File: config.mk
export PLATFORM = sky130hd
export DESIGN_NAME = lms_tap_sequencer
export DESIGN_NICKNAME = d
export VERILOG_FILES = /design/src/rtl/lms_pkg.sv /design/src/rtl/lms_strobe_delay.sv /design/src/rtl/lms_tap_sequencer.sv
export SDC_FILE = /design/constraint.sdc
export NUM_CORES = 1
export LEC_CHECK = 0
export CORE_UTILIZATION = 46
export CTS_CLUSTER_DIAMETER = 100
export DETAILED_ROUTE_END_ITERATION = 8
export HOLD_SLACK_MARGIN = 0.1
export PLACE_DENSITY = 0.82
export SYNTH_ARGS = -nofsm -noshare
export SYNTH_HDL_FRONTEND = slang
export SYNTH_SLANG_ARGS = --single-unit
File: constraint.sdc
create_clock -name clk_in -period 3.1 [get_ports clk_in]
set_input_delay 0.31 -clock clk_in [delete_from_list [all_inputs] [get_ports clk_in]]
set_output_delay 0.31 -clock clk_in [all_outputs]
set_load 0.05 [all_outputs]
File: src/rtl/lms_pkg.sv
// Shared definitions for the LMS tap sequencer: state encoding, default geometry
// and the address-width helper.
package lms_pkg;

  localparam int NUM_TAPS_DEF = 32;
  localparam int MEM_LAT_DEF  = 1;

  typedef enum logic [2:0] {
    S_IDLE,
    S_LOAD,
    S_FILTER,
    S_FDRAIN,
    S_ERROR,
    S_UPDATE,
    S_UDRAIN
  } state_t;

  function automatic int addr_w(input int n);
    return $clog2(n);
  endfunction

endpackage

File: src/rtl/lms_strobe_delay.sv
// DEPTH-stage shift register carrying {strobe, address}, used to align issue-time
// strobes with the read data coming back from the external memories.
module lms_strobe_delay #(
  parameter int unsigned DEPTH = 1,
  parameter int unsigned AW    = 5
) (
  input  logic          clk,
  input  logic          rst,
  input  logic          strobe,
  input  logic [AW-1:0] addr,
  output logic          strobe_dly,
  output logic [AW-1:0] addr_dly
);

  logic [AW:0] pipe [DEPTH];

  always_ff @(posedge clk) begin
    if (rst) begin
      for (int unsigned i = 0; i < DEPTH; i++) begin
        pipe[i] <= '0;
      end
    end else begin
      pipe[0] <= {strobe, addr};
      for (int unsigned i = 1; i < DEPTH; i++) begin
        pipe[i] <= pipe[i-1];
      end
    end
  end

  assign {strobe_dly, addr_dly} = pipe[DEPTH-1];

endmodule

File: src/rtl/lms_tap_sequencer.sv
// Control sequencer for a single-MAC LMS adaptive FIR: per sample it writes the
// sample buffer, runs the filter pass, latches the error and optionally adapts weights.
module lms_tap_sequencer
  import lms_pkg::*;
#(
  parameter int NUM_TAPS = NUM_TAPS_DEF,
  parameter int MEM_LAT  = MEM_LAT_DEF
) (
  input  logic                          clk_in,
  input  logic                          rst_in,
  input  logic                          ready_in,
  input  logic                          adapt_en_in,
  output logic                          x_wr_en_out,
  output logic [addr_w(NUM_TAPS)-1:0]   x_wr_addr_out,
  output logic [addr_w(NUM_TAPS)-1:0]   x_rd_addr_out,
  output logic [addr_w(NUM_TAPS)-1:0]   w_rd_addr_out,
  output logic                          w_wr_en_out,
  output logic [addr_w(NUM_TAPS)-1:0]   w_wr_addr_out,
  output logic                          mac_clr_out,
  output logic                          mac_en_out,
  output logic                          err_latch_out,
  output logic                          y_valid_out,
  output logic                          busy_out,
  output logic                          overrun_out,
  output logic [7:0]                    overrun_cnt_out
);

  localparam int AW = addr_w(NUM_TAPS);
  localparam logic [AW-1:0] LAST_TAP = AW'(NUM_TAPS - 1);
  localparam logic [AW-1:0] LAST_LAT = AW'(MEM_LAT - 1);

  state_t        state, state_next;
  logic [AW-1:0] cnt, cnt_next;
  logic [AW-1:0] head, head_next;

  logic          filter_issue, update_issue;
  logic          issuing;
  logic          x_wr_en_d, mac_clr_d, err_latch_d, busy_d, overrun_d;
  logic [AW-1:0] x_wr_addr_d, x_rd_addr_d, w_rd_addr_d;
  logic [7:0]    overrun_cnt_d;
  logic [AW-1:0] mac_pipe_addr, upd_pipe_addr, mac_tap_unused;

  always_ff @(posedge clk_in) begin
    if (rst_in) begin
      state <= S_IDLE;
      cnt   <= '0;
      head  <= '0;
    end else begin
      state <= state_next;
      cnt   <= cnt_next;
      head  <= head_next;
    end
  end

  always_comb begin
    state_next = state;
    cnt_next   = cnt;
    head_next  = head;
    case (state)
      S_IDLE: if (ready_in) state_next = S_LOAD;
      S_LOAD: begin
        state_next = S_FILTER;
        cnt_next   = '0;
      end
      S_FILTER: begin
        if (cnt == LAST_TAP) begin
          state_next = S_FDRAIN;
          cnt_next   = '0;
        end else begin
          cnt_next = cnt + AW'(1);
        end
      end
      S_FDRAIN: begin
        if (cnt == LAST_LAT) begin
          state_next = S_ERROR;
          cnt_next   = '0;
        end else begin
          cnt_next = cnt + AW'(1);
        end
      end
      S_ERROR: begin
        cnt_next = '0;
        if (adapt_en_in) begin
          state_next = S_UPDATE;
        end else begin
          state_next = S_IDLE;
          head_next  = head + AW'(1);
        end
      end
      S_UPDATE: begin
        if (cnt == LAST_TAP) begin
          state_next = S_UDRAIN;
          cnt_next   = '0;
        end else begin
          cnt_next = cnt + AW'(1);
        end
      end
      S_UDRAIN: begin
        if (cnt == LAST_LAT) begin
          state_next = S_IDLE;
          cnt_next   = '0;
          head_next  = head + AW'(1);
        end else begin
          cnt_next = cnt + AW'(1);
        end
      end
      default: begin
        state_next = S_IDLE;
        cnt_next   = '0;
      end
    endcase

    // Outputs are decoded from the upcoming state so they register alongside it.
    issuing       = (state_next == S_FILTER) || (state_next == S_UPDATE);
    x_wr_en_d     = (state_next == S_LOAD);
    mac_clr_d     = (state_next == S_LOAD);
    x_wr_addr_d   = x_wr_en_d ? head : '0;
    x_rd_addr_d   = issuing ? (head - cnt_next) : '0;
    w_rd_addr_d   = issuing ? cnt_next : '0;
    err_latch_d   = (state_next == S_ERROR);
    busy_d        = (state_next != S_IDLE);
    overrun_d     = ready_in && (state != S_IDLE);
    overrun_cnt_d = overrun_cnt_out;
    if (overrun_d && (overrun_cnt_out != 8'hFF)) overrun_cnt_d = overrun_cnt_out + 8'd1;
  end

  always_ff @(posedge clk_in) begin
    if (rst_in) begin
      x_wr_en_out     <= 1'b0;
      x_wr_addr_out   <= '0;
      x_rd_addr_out   <= '0;
      w_rd_addr_out   <= '0;
      mac_clr_out     <= 1'b0;
      err_latch_out   <= 1'b0;
      y_valid_out     <= 1'b0;
      busy_out        <= 1'b0;
      overrun_out     <= 1'b0;
      overrun_cnt_out <= '0;
      filter_issue    <= 1'b0;
      update_issue    <= 1'b0;
    end else begin
      x_wr_en_out     <= x_wr_en_d;
      x_wr_addr_out   <= x_wr_addr_d;
      x_rd_addr_out   <= x_rd_addr_d;
      w_rd_addr_out   <= w_rd_addr_d;
      mac_clr_out     <= mac_clr_d;
      err_latch_out   <= err_latch_d;
      y_valid_out     <= err_latch_d;
      busy_out        <= busy_d;
      overrun_out     <= overrun_d;
      overrun_cnt_out <= overrun_cnt_d;
      filter_issue    <= (state_next == S_FILTER);
      update_issue    <= (state_next == S_UPDATE);
    end
  end

  assign mac_pipe_addr = filter_issue ? w_rd_addr_out : '0;
  assign upd_pipe_addr = update_issue ? w_rd_addr_out : '0;

  lms_strobe_delay #(
    .DEPTH (MEM_LAT),
    .AW    (AW)
  ) u_mac_delay (
    .clk        (clk_in),
    .rst        (rst_in),
    .strobe     (filter_issue),
    .addr       (mac_pipe_addr),
    .strobe_dly (mac_en_out),
    .addr_dly   (mac_tap_unused)
  );

  lms_strobe_delay #(
    .DEPTH (MEM_LAT),
    .AW    (AW)
  ) u_wr_delay (
    .clk        (clk_in),
    .rst        (rst_in),
    .strobe     (update_issue),
    .addr       (upd_pipe_addr),
    .strobe_dly (w_wr_en_out),
    .addr_dly   (w_wr_addr_out)
  );

endmodule

**Word level (Yosys, flattened, before mapping)**

Memory sizes are Yosys's and may differ from the RTL's.
Index checks and enable logic that the tools add are counted.

- Bits in writable memories: 12
- Register bits: 42
- Logic and storage cells: 72
- Memories kept: 2
- Input port bits: 4
- Output and inout port bits: 36

Memories:

| memory | depth | bits a word | rd ports | clocked after memory_dff | write ports | RTL line | RTL |
|---|---|---|---|---|---|---|---|
| u_mac_delay.pipe | 1 | 6 | 1 | 0 | 1 | lms_strobe_delay.sv:15 | `logic [AW:0] pipe [DEPTH];` |
| u_wr_delay.pipe | 1 | 6 | 1 | 0 | 1 | lms_strobe_delay.sv:15 |  |

- Reductions and logical operators: 15
- $add $sub $neg: 4
- Eq/ne operators: 14
- Muxes and demuxes: 22
- Bitwise logic cells: 2

Operators by type and width:

| kind | count |
|---|---|
| two-way mux 5 bit | 6 |
| case mux 3 bit (7 select lines) | 1 |
| two-way mux 3 bit | 6 |
| == test 3 bit (second input constant) | 5 |
| case mux 5 bit (3 select lines) | 1 |
| two-way mux 6 bit | 2 |
| OR reduction 6 bit | 2 |
| adder 5 x 1 -> 5 bit (second input constant) | 2 |
| case mux 5 bit (2 select lines) | 1 |
| == test 3 x 2 -> 1 bit (second input constant) | 3 |
| adder 8 x 1 -> 8 bit (second input constant) | 1 |
| inequality test 8 bit (second input constant) | 1 |
| OR reduction 2 bit | 4 |
| == test 3 x 1 -> 1 bit (second input constant) | 2 |
| nonzero test 3 bit | 2 |
| == test 5 bit (second input constant) | 1 |
| zero test 5 bit | 1 |
| two-way mux 1 bit | 5 |
| subtractor 5 bit | 1 |
| inequality test 2 bit (second input constant) | 2 |
| zero test 3 bit | 1 |
| AND reduction 3 bit | 1 |
| logical AND 1 bit | 2 |
| NOT 1 bit | 2 |
| 2 further kinds | 2 |

**Depth between registers and ports, before layout**

Gate-level depths: netlist (run 1).

- Depth in word-level cells: 7
- Gate-level depth with buffers: 16
- Gate-level depth less buffers: 16

**By module**

Synthesis (run 1) repeated with hierarchy kept, for this count alone.

- Cells, all modules: 234
- Area total of the unflattened synthesis: 2309.7 um^2

Modules (own cells, without submodules):

| module | seq. area each (um^2) | area an instance (um^2) | cells each | times used |
|---|---|---|---|---|
| lms_tap_sequencer | 840.8 | 1994.4 | 210 | 1 |
| lms_strobe_delay | 120.1 | 157.7 | 12 | 2 |

**Least setup slack after synthesis (run 1)**

No wires, ideal clock.

- Path kind: register to register
- Start: register cnt[0]
- End: register x_rd_addr_out[4]
- Stages on the path, launching flop included: 17
- Data arrival time: 2.794 ns
- Path buffers: 1
- Slack: 0.175 ns
- Required time: 2.969 ns
- Period minus slack after synthesis: 2.925 ns
- Setup time: 0.131 ns
- Cells stage by stage: dfxtp_1 > inv_1 > ha_1 > or4b_1 > buf_2 > a311oi_1 > nand2_1 > a22oi_1 > inv_1 > ha_1 > inv_1 > fa_1 > a21o_1 > a21oi_1 > xnor2_1 > xnor2_1 > nor2_1

- Elaborated cells on any way between the ends: 17
- Classes of those cells: add/sub (2); eq/ne (3); mux (8); bitwise (1); reduce/logical (3)

RTL lines:

| item | RTL line | RTL |
|---|---|---|
| start: declaration | lms_tap_sequencer.sv:33 | `logic [AW-1:0] cnt, cnt_next;` |
| start signal: assignment | lms_tap_sequencer.sv:50 | `cnt <= cnt_next;` |
| adder 5 x 1 -> 5 bit, or another cell as far along | - |  |
| two-way mux 5 bit, on equally long branches | - |  |
| case mux 5 bit (3 select lines) * | lms_tap_sequencer.sv:59 | `case (state)` |
| via cnt_next[0] | lms_tap_sequencer.sv:33 |  |
| subtractor 5 bit * | lms_tap_sequencer.sv:118 | `x_rd_addr_d = issuing ? (head - cnt_next) : '0;` |
| end signal: assignment | lms_tap_sequencer.sv:144 | `x_rd_addr_out <= x_rd_addr_d;` |
| end: declaration | lms_tap_sequencer.sv:15 | `output logic [addr_w(NUM_TAPS)-1:0] x_rd_addr_out,` |

Mark *: on every way through the listed nets, which the timed path passes. The rest lies on a longest branch.
A chain may end at the register's enable or synchronous reset.

**Final worst setup path (run 1)**

Ends and elaborated chain as after synthesis.

==> metrics.csv, run 1 <==
stage,metric,value,unit
yosys,synthFlopType,dfxtp_1,
power_and_ir_drop,share_comb_of_total_power,23.7,%
power_and_ir_drop,leakage,0.9856,nW
timing,rsz0062_at_grt,yes,
power_and_ir_drop,netSwitchingFraction,29.87,%
power_and_ir_drop,pwr-share-clk,30.6,%
global_routing,grt_pass1_wl,6727,µm
drt,antenna_left,0,
drt,drc,0,
yosys,synthCells,218,
place,hpwlAfterDp,2884,µm
place,port_buffers,39,
yosys,seq_area_frac_synth,47.52,%
setup_path,cp-start-kind,flop,
global_routing,antenna_found_initial,0,
outcome,status,finished clean,
global_routing,grt-ovfl-total,0,
drt,via_per_inst,5.283,
clock_tree,cts_hold_buf,0,
timing,worst_pin_slew,670.9,ps
clock_tree,cts.sinks,49,
drt,wl_per_cell,13.44,µm
die,die_y,68.99,µm
global_routing,grt_pass1_vias,1488,
drt,routed_wl,4179,µm
yosys,synthesis.area,2064,µm²
drt,drtIter0Drc,50,
yosys,synthArstFlopShare,0,%
yosys,synth_seq_cells,49,
final_layout,layout-drive-gt1-share,10.73,%
die,design.die.area,4760,µm²
die,rows,23,
setup_path,cp_max_fo,6,
setup_path,crit_chain,ha_2 -> and3_1 -> ha_4 -> nor4b_2 -> a311oi_2 -> nand2_1 -> a22oi_2 -> inv_1 -> ha_1 -> inv_1 -> fa_2 -> a21o_1 -> a21oi_2 -> xnor2_1 -> xnor2_1 -> nor2_1,
final_layout,area_growth,30.67,%
yosys,syn_nets,232,
timing,fin_hold_ws,445.2,ps
drt,vias,1643,
die,core-area,4144,µm²
setup_path,critPathSlowestCell,dfxtp_2,
power_and_ir_drop,switchingPower,0.0004548,W
setup_path,r2r_cells,16,
power_and_ir_drop,seq_power_share,45.7,%
setup_path,crit_type,reg -> reg,
timing,hold_viol_final,0,
place,gp_congestion,0.8420,
clock_tree,insertion_delay,310,ps
power_and_ir_drop,intPower,0.001068,W
yosys,synth-edff-count,0,
timing,finalSetupViolCount,0,
die,start_util,49.82,%
setup_path,slowest_delay,360,ps
yosys,synth_cell_type_count,44,
power_and_ir_drop,ir_drop,0.3256,mV
global_routing,grt_max_degree,18,
timing,finalClockSkew,9.161,ps
timing,maxSlewViolCount,0,
min_path,hp-class,reg -> reg,
final_layout,fin_nets,274,
global_routing,grtUsageTotal,19.22,%
setup_path,crit_arrival,3190,ps
clock_tree,cts_root_buffer,clkbuf_8,
drt,drt-pass1-iter-count,4,
setup_path,r2r_slack,80,ps
timing,fin_crit_sh,97.27,%
timing,slew_headroom,54.64,%
clock_tree,cts_tree,done,
power_and_ir_drop,power-per-cell-area,564.4,nW/µm²
timing,clock.fmax,331.6,MHz
min_path,whs_path_depth,1,
yosys,synth_warnings,0,
clock_tree,cts.reportedPaths.clkPinSlew,80,ps
setup_path,cp-end-kind,flop,
place,dp_slack,-44.88,ps
run,max_cap_violations,0,
die,die_w,68.99,µm
timing,layout_min_cycle_time,3015,ps
yosys,syn_area_per_cell,9.470,µm²
setup_path,required,3280,ps
final_layout,insertedDiodeCount,0,
die,io-pin-count,40,
clock_tree,cts.htree.levels,2,
clock_tree,clockBufferDepth,2,
clock_tree,cts_buffers,5,
timing,finalWorstSetupSlack,84.66,ps
cell type report:
type                            instances  area, µm²
Clock buffer                            7      86.33
Clock inverter                          1      30.03
Fill cell                             348       1446
Inverter                                9      33.78
Multi-Input combinational cell        150       1066
Sequential cell                        49      983.4
Tap cell                               50      62.56
Timing Repair Buffer                   45      435.4
power by group through the flow:
| stage | Combinational [W] | Clock [W] | Sequential (W) |
|---|---|---|---|
| after floorplan | 0.000201 | 0 | 0.000751 |
| after global placement | 0.000330 | 0 | 0.000706 |
| after detailed placement | 0.000335 | 0 | 0.000707 |
| after CTS | 0.000345 | 0.000476 | 0.000694 |
| after global routing | 0.000388 | 0.000507 | 0.000703 |
| final | 0.000360 | 0.000466 | 0.000696 |
worst max-delay path: cells and delay by family, from the launching register on:
kind            cells  cell delay, ps
fa+ha+maj           4             870
simple gates        4             720
compound gates      4             480
flops               1             360
xor+xnor            2             300
buf+inv             2             150
flip-flops by register name, indices dropped and copies added (netlist names):
register and flops:
busy_out 1, x_wr_addr_out 5, filter_issue 1, overrun_out 1
y_valid_out 1, head 5, overrun_cnt_out 8, w_rd_addr_out 5
mac_clr_out 1, update_issue 1, cnt 5, x_rd_addr_out 5
u_wr_delay.pipe 6, u_mac_delay.pipe 1, state 3
kinds of logic after synthesis:
group / Yosys count / share of synthesized area [%]
and+or+nand+nor: 89 / 22.55
AOI/OAI and AO/OA: 33 / 11.76
DFF: 49 / 47.52
buffers and inverters: 19 / 3.878
xor gates and xnor gates: 14 / 5.940
muxes: 3 / 1.455
adders and majority gates: 11 / 6.909
metal layers:
metal	vias to the layer above	GRT usage, %	wire length (µm)
li1	828	-	-
met1	751	23.04	1808
met2	56	31.92	2041
met3	8	5.592	249
met4	0	7.908	80
met5	-	0	0
cells in the mapped netlist, types with 4 or more instances:
cell / number / share of area [%]
and2_1: 11 / 3.3
nor2_1: 31 / 5.6
nand3_1: 7 / 1.7
o21ai_0: 4 / 0.97
a22oi_1: 5 / 1.8
and3_1: 6 / 1.8
nor2b_1: 8 / 2.4
clkbuf_1: 6 / 1.1
xnor2_1: 9 / 3.8
dfxtp_1: 49 / 48
nand2_1: 7 / 1.3
inv_1: 9 / 1.6
xor2_1: 5 / 2.1
ha_1: 9 / 5.5
a21oi_1: 8 / 1.9
path summary, 6_finish.rpt:
path                            endpoint         start
setup / recovery        x_rd_addr_out[4]        cnt[0]
hold / removal    u_mac_delay.pipe[0][5]  filter_issue
setup reg to reg        x_rd_addr_out[4]        cnt[0]
hold reg to reg   u_mac_delay.pipe[0][5]  filter_issue
through the flow:
stage               std cells  utilization [%]  instance area (µm²)  total power [W]  setup TNS [ps]
finish                    311            65.10                 2698         0.001523               0
global route              311            65.10                 2698         0.001597          -114.7
CTS                       310            63.98                 2651         0.001516               0
detailed placement        302            60.54                 2509         0.001042          -44.88
global placement          302            60.54                 2509         0.001036               0
floorplan                 218                -                 2064        0.0009523               0
cells in the final DEF (no fill, tap or decap), types with 4 or more instances in the layout:
cell / n
and3_1: 6
clkdlybuf4s50_1: 39
nand2_1: 7
o21ai_0: 4
a21oi_1: 7
nor2b_1: 8
inv_1: 9
xnor2_1: 9
nor2_1: 31
buf_4: 6
clkbuf_8: 6
and2_1: 11
nand3_1: 7
xor2_1: 5
ha_1: 7
dfxtp_1: 47
what timing repair did:
| item | 4_1_cts | 5_1_grt |
|---|---|---|
| resized for setup | 6 | 8 |
| buffers inserted | 0 | 1 |
| endpoints found under the setup margin | 1 | 2 |
| pin swaps | 4 | 5 |
No activity file was read; power rests on OpenSTA's default activity.
==> inputs of run 2 (changes only) <==
PLACE_DENSITY = 0.78   (was 0.82)
==> metrics.csv, run 2 (same netlist as run 1, synthesis figures left out) <==
stage,metric,value,unit
outcome,status,finished clean,
power_and_ir_drop,pwr-share-clk,29.8,%
clock_tree,cts_buffers,5,
global_routing,grt_pass1_vias,1517,
clock_tree,cts_tree,done,
die,die_w,68.99,µm
timing,finalClockSkew,8.540,ps
die,rows,23,
place,dp.cells,303,
power_and_ir_drop,seq_power_share,45.9,%
setup_path,path_depth,15,
min_path,hp-class,reg -> reg,
place,gp_congestion,0.8285,
die,design.die.area,4760,µm²
power_and_ir_drop,leakage,0.9858,nW
clock_tree,cts_hold_buf,0,
setup_path,crit_chain,inv_1 -> ha_1 -> or4b_4 -> a311oi_4 -> nand2_2 -> a22oi_2 -> inv_1 -> ha_1 -> inv_1 -> fa_2 -> a21o_1 -> a21oi_2 -> xnor2_1 -> xnor2_1 -> nor2_1,
final_layout,area_growth,31.88,%
setup_path,critPathLaunch,cnt[0],
timing,fin_hold_ws,440.2,ps
final_layout,layout-drive-gt1-share,11.49,%
clock_tree,postCtsSetupBuffers,0,
final_layout,top_regs,"overrun_cnt_out (8), u_wr_delay.pipe (6)",
setup_path,cp-start-kind,flop,
setup_path,cp-end-kind,flop,
power_and_ir_drop,netSwitchingFraction,30.95,%
setup_path,timing.rr.start,cnt[0],
setup_path,crit_type,reg -> reg,
die,start_util,49.82,%
global_routing,grtUsageTotal,19.43,%
clock_tree,clockBufferDepth,2,
timing,worst_pin_slew,754.8,ps
die,die_y,68.99,µm
setup_path,r2r-end,x_rd_addr_out[4],
final_layout,regMostFlops,overrun_cnt_out,
drt,via_per_inst,5.402,
timing,fin_crit_sh,97.70,%
final_layout,largest_reg_flops,8,
global_routing,grt_pass1_wl,6644,µm
timing,maxSlewViolCount,0,
drt,drt-pass1-iter-count,4,
setup_path,r2r_cells,15,
timing,hold_viol_final,0,
setup_path,crit_top_cell,inv_1,
setup_path,required,3290,ps
final_layout,fin_nets,274,
setup_path,path_buf_inv,3,
final_layout,final_cell_mix,"47 x dfxtp_1, 39 x clkdlybuf4s50_1, 31 x nor2_1",
clock_tree,cts_root_buffer,clkbuf_8,
timing,layout_min_cycle_time,3029,ps
setup_path,slowest_delay,500,ps
drt,vias,1680,
drt,routed_wl,4380,µm
place,port_buffers,39,
power_and_ir_drop,switchingPower,0.0004720,W
setup_path,cp_max_fo,6,
drt,drtIter0Drc,82,
clock_tree,cts.sinks,49,
final_layout,final_cells,311,
die,io-pin-count,40,
die,core-area,4144,µm²
power_and_ir_drop,share_comb_of_total_power,24.2,%
drt,wl_per_cell,14.08,µm
drt,drc,0,
timing,slew_headroom,48.97,%
setup_path,critPathSlowestCell,or4b_4,
final_layout,insertedDiodeCount,0,
final_layout,final_common_cell,dfxtp_1,
clock_tree,insertion_delay,310,ps
power_and_ir_drop,ir_drop,0.2830,mV
power_and_ir_drop,intPower,0.001053,W
setup_path,r2r_slack,70,ps
place,hpwlAfterDp,2882,µm
global_routing,grt-ovfl-total,0,
setup_path,critPathCapture,x_rd_addr_out[4],
run,max_cap_violations,0,
setup_path,crit_family,compound AO/OA/AOI/OAI gates,
clock_tree,cts.htree.levels,2,
timing,clock.fmax,330.2,MHz
setup_path,crit_arrival,3220,ps
timing,finalSetupViolCount,0,
global_routing,grt_max_degree,18,
power_and_ir_drop,power-per-cell-area,560.0,nW/µm²
drt,antenna_left,0,
global_routing,antenna_found_initial,0,
clock_tree,cts.reportedPaths.clkPinSlew,90,ps
[run 2: changes by cell type in the layout (fill, tap and decap cells not counted), sizes merged]
cell and delta:
clkbuf -1, clkinv +1
[run 2: how the worst min path moves through the flow]
stage                 start                      to  slack (ps)  cells past startpoint
5_1_grt        filter_issue  u_mac_delay.pipe[0][5]         470                      1
3_5_place_dp   filter_issue  u_mac_delay.pipe[0][5]         420                      1
3_3_place_gp   filter_issue  u_mac_delay.pipe[0][5]         420                      1
4_1_cts        filter_issue  u_mac_delay.pipe[0][5]         440                      1
6_report       filter_issue  u_mac_delay.pipe[0][5]         440                      1
2_1_floorplan  filter_issue  u_mac_delay.pipe[0][5]         410                      1
[run 2: what timing repair did]
action | in CTS | in global routing
resized for setup | 3 | 16
endpoints found under the setup margin | 2 | 2
pin swaps | 3 | 6
hold endpoints to repair | 0 | 0
[run 2: area by class of cell]
type                            instances  area [µm²]
Clock buffer                            6       72.57
Clock inverter                          2       38.79
Fill cell                             346        1421
Inverter                                9       33.78
Multi-Input combinational cell        150        1094
Sequential cell                        49       985.9
Tap cell                               50       62.56
Timing Repair Buffer                   45       435.4
[run 2: through the flow]
step | cell area [µm²] | util [%] | total power, W | setup slack [ps] | setup TNS (ps)
floorplan | 2064 | - | 0.0009523 | 174.9 | 0
global placement | 2516 | 60.72 | 0.001040 | 131.0 | 0
detailed placement | 2516 | 60.72 | 0.001044 | -27.31 | -27.31
CTS | 2635 | 63.59 | 0.001502 | 29.77 | 0
global route | 2723 | 65.70 | 0.001593 | -26.81 | -31.08
finish | 2723 | 65.70 | 0.001525 | 71.29 | 0
[run 2: power groups by stage]
stage	Combinational [W]	Sequential, W	Clock (W)
4_1_cts	0.000342	0.000695	0.000465
6_report	0.000370	0.000700	0.000455
5_1_grt	0.000395	0.000705	0.000493
2_1_floorplan	0.000201	0.000751	0
3_3_place_gp	0.000333	0.000707	0
3_5_place_dp	0.000337	0.000707	0
[run 2: worst register-to-register path, cell delays in order, from the launching register on]
cell and delay, ps:
dfxtp_4 370, inv_1 60, ha_1 160, or4b_4 500
a311oi_4 380, nand2_2 130, a22oi_2 180, inv_1 60
ha_1 180, inv_1 100, fa_2 210, a21o_1 120
a21oi_2 60, xnor2_1 180, xnor2_1 150, nor2_1 60
[run 2: per-layer routing]
layer	routed length, µm	global-route usage [%]
met1	1902	21.53
met2	2105	32.65
met3	197	4.441
met4	174	13.52
met5	0	0
==> inputs of run 3 (changes only) <==
RECOVER_POWER = 100   (was default)
==> metrics.csv, run 3 (same netlist as run 1, synthesis figures left out) <==
stage,metric,value,unit
global_routing,antenna_found_initial,0,
setup_path,crit_type,reg -> reg,
setup_path,cp_max_fo,6,
place,dp_slack,-27.31,ps
clock_tree,cts_tree,done,
final_layout,regMostFlops,overrun_cnt_out,
place,hpwlAfterDp,2882,µm
global_routing,grt-ovfl-total,0,
clock_tree,cts.sinks,49,
final_layout,final_common_cell,dfxtp_1,
run,max_cap_violations,0,
drt,drtIter0Drc,94,
drt,vias,1681,
setup_path,cp-start-kind,flop,
die,die_y,68.99,µm
die,start_util,49.82,%
final_layout,top_regs,"overrun_cnt_out (8), u_wr_delay.pipe (6)",
clock_tree,clockBufferDepth,2,
timing,layout_min_cycle_time,3024,ps
timing,tns,0,ps
clock_tree,cts.reportedPaths.clkPinSlew,90,ps
die,core-area,4144,µm²
clock_tree,cts_buffers,5,
place,placed_area,2516,µm²
final_layout,layout-drive-gt1-share,10.34,%
global_routing,grt_pass1_vias,1517,
clock_tree,cts_root_buffer,clkbuf_8,
timing,worst_pin_slew,722.7,ps
setup_path,required,3290,ps
timing,finalWorstSetupSlack,75.71,ps
drt,drc,0,
power_and_ir_drop,leakage,1.094,nW
global_routing,grt_pass1_wl,6644,µm
clock_tree,insertion_delay,310,ps
die,rows,23,
global_routing,grtUsageTotal,19.43,%
drt,drt-pass1-iter-count,4,
power_and_ir_drop,finalPower,0.001512,W
timing,clock.fmax,330.7,MHz
die,die_w,68.99,µm
drt,via_per_inst,5.405,
global_routing,grt_max_degree,18,
min_path,hp-class,reg -> reg,
drt,antenna_left,0,
timing,finalSetupViolCount,0,
place,port_buffers,39,
timing,slew_headroom,51.14,%
timing,finalClockSkew,8.533,ps
timing,maxSlewViolCount,0,
final_layout,fin_nets,274,
drt,routed_wl,4379,µm
power_and_ir_drop,power-per-cell-area,557.6,nW/µm²
outcome,status,finished clean,
final_layout,final_cell_mix,"47 x dfxtp_1, 37 x dlygate4sd3_1, 31 x nor2_1",
clock_tree,cts.htree.levels,2,
die,design.die.area,4760,µm²
final_layout,design_area,2711,µm²
setup_path,cp-end-kind,flop,
die,io-pin-count,40,
final_layout,n_fill_cell,348,
timing,hold_viol_final,0,
timing,fin_crit_sh,97.56,%
place,gp_congestion,0.8285,
final_layout,insertedDiodeCount,0,
setup_path,crit_arrival,3210,ps
final_layout,largest_reg_flops,8,
drt,wl_per_cell,14.08,µm
final_layout,area_growth,31.33,%
power_and_ir_drop,ir_drop,0.2808,mV
run 3: cell count changes in the layout (fill, tap and decap cells not counted), sizes merged:
cell and change:
clkdlybuf4s50 -37, clkbuf +3, dlygate4sd3 +37, buf -3
run 3: power breakdown:
group	switching (W)	total (W)	internal [W]
logic	0.000217	0.000358	0.000140
registers	0.0000405	0.000699	0.000658
clock network	0.000213	0.000455	0.000242
total	0.000471	0.00151	0.00104
run 3: metrics by stage:
stage | instances | util [%] | hold slack [ps]
floorplan | 218 | - | 413.8
global placement | 303 | 60.72 | 418.9
detailed placement | 303 | 60.72 | 423.1
CTS | 311 | 63.59 | 443.3
global route | 311 | 65.43 | 469.7
finish | 311 | 65.43 | 440.3
run 3: worst paths after layout:
check                             startpoint                      to  slack [ps]  cells after the start
worst max-delay path                  cnt[0]        x_rd_addr_out[4]          80                     15
worst max register to register        cnt[0]        x_rd_addr_out[4]          80                     15
worst min register to register  filter_issue  u_mac_delay.pipe[0][5]         440                      1
worst min-delay path            filter_issue  u_mac_delay.pipe[0][5]         440                      1
run 3: final cells by class:
| cell class | count | area [µm²] | share of cell area (%) |
|---|---|---|---|
| clock buffer | 6 | 72.57 | 2.677 |
| clock inverter | 2 | 38.79 | 1.431 |
| inverter | 9 | 33.78 | 1.246 |
| multi-input combinational | 150 | 1094 | 40.33 |
| sequential | 49 | 985.9 | 36.36 |
| tap | 50 | 62.56 | 2.307 |
| timing repair buffer | 45 | 424.2 | 15.64 |
run 3: routing by layer:
layer | vias to the layer above | wire [µm] | GRT usage [%]
met1 | 778 | 1879 | 21.53
met3 | 14 | 209 | 4.441
met4 | 0 | 173 | 13.52
met2 | 55 | 2117 | 32.65
li1 | 834 | - | -
met5 | - | 0 | 0
run 3: timing repair:
action                     4_1_cts  5_1_grt
pin swaps                        3        6
gates resized for setup          3       16
setup endpoints to repair        2        2
setup buffers                    0        0
hold buffers                     0        0
run 3: worst max-delay path: stages, from the launching register on:
cell	delay, ps
dfxtp_4	370
inv_1	60
ha_1	160
or4b_4	500
a311oi_4	380
nand2_2	130
a22oi_2	180
inv_1	60
ha_1	180
inv_1	100
fa_2	210
a21o_1	120
a21oi_2	60
xnor2_1	180
xnor2_1	150
nor2_1	60
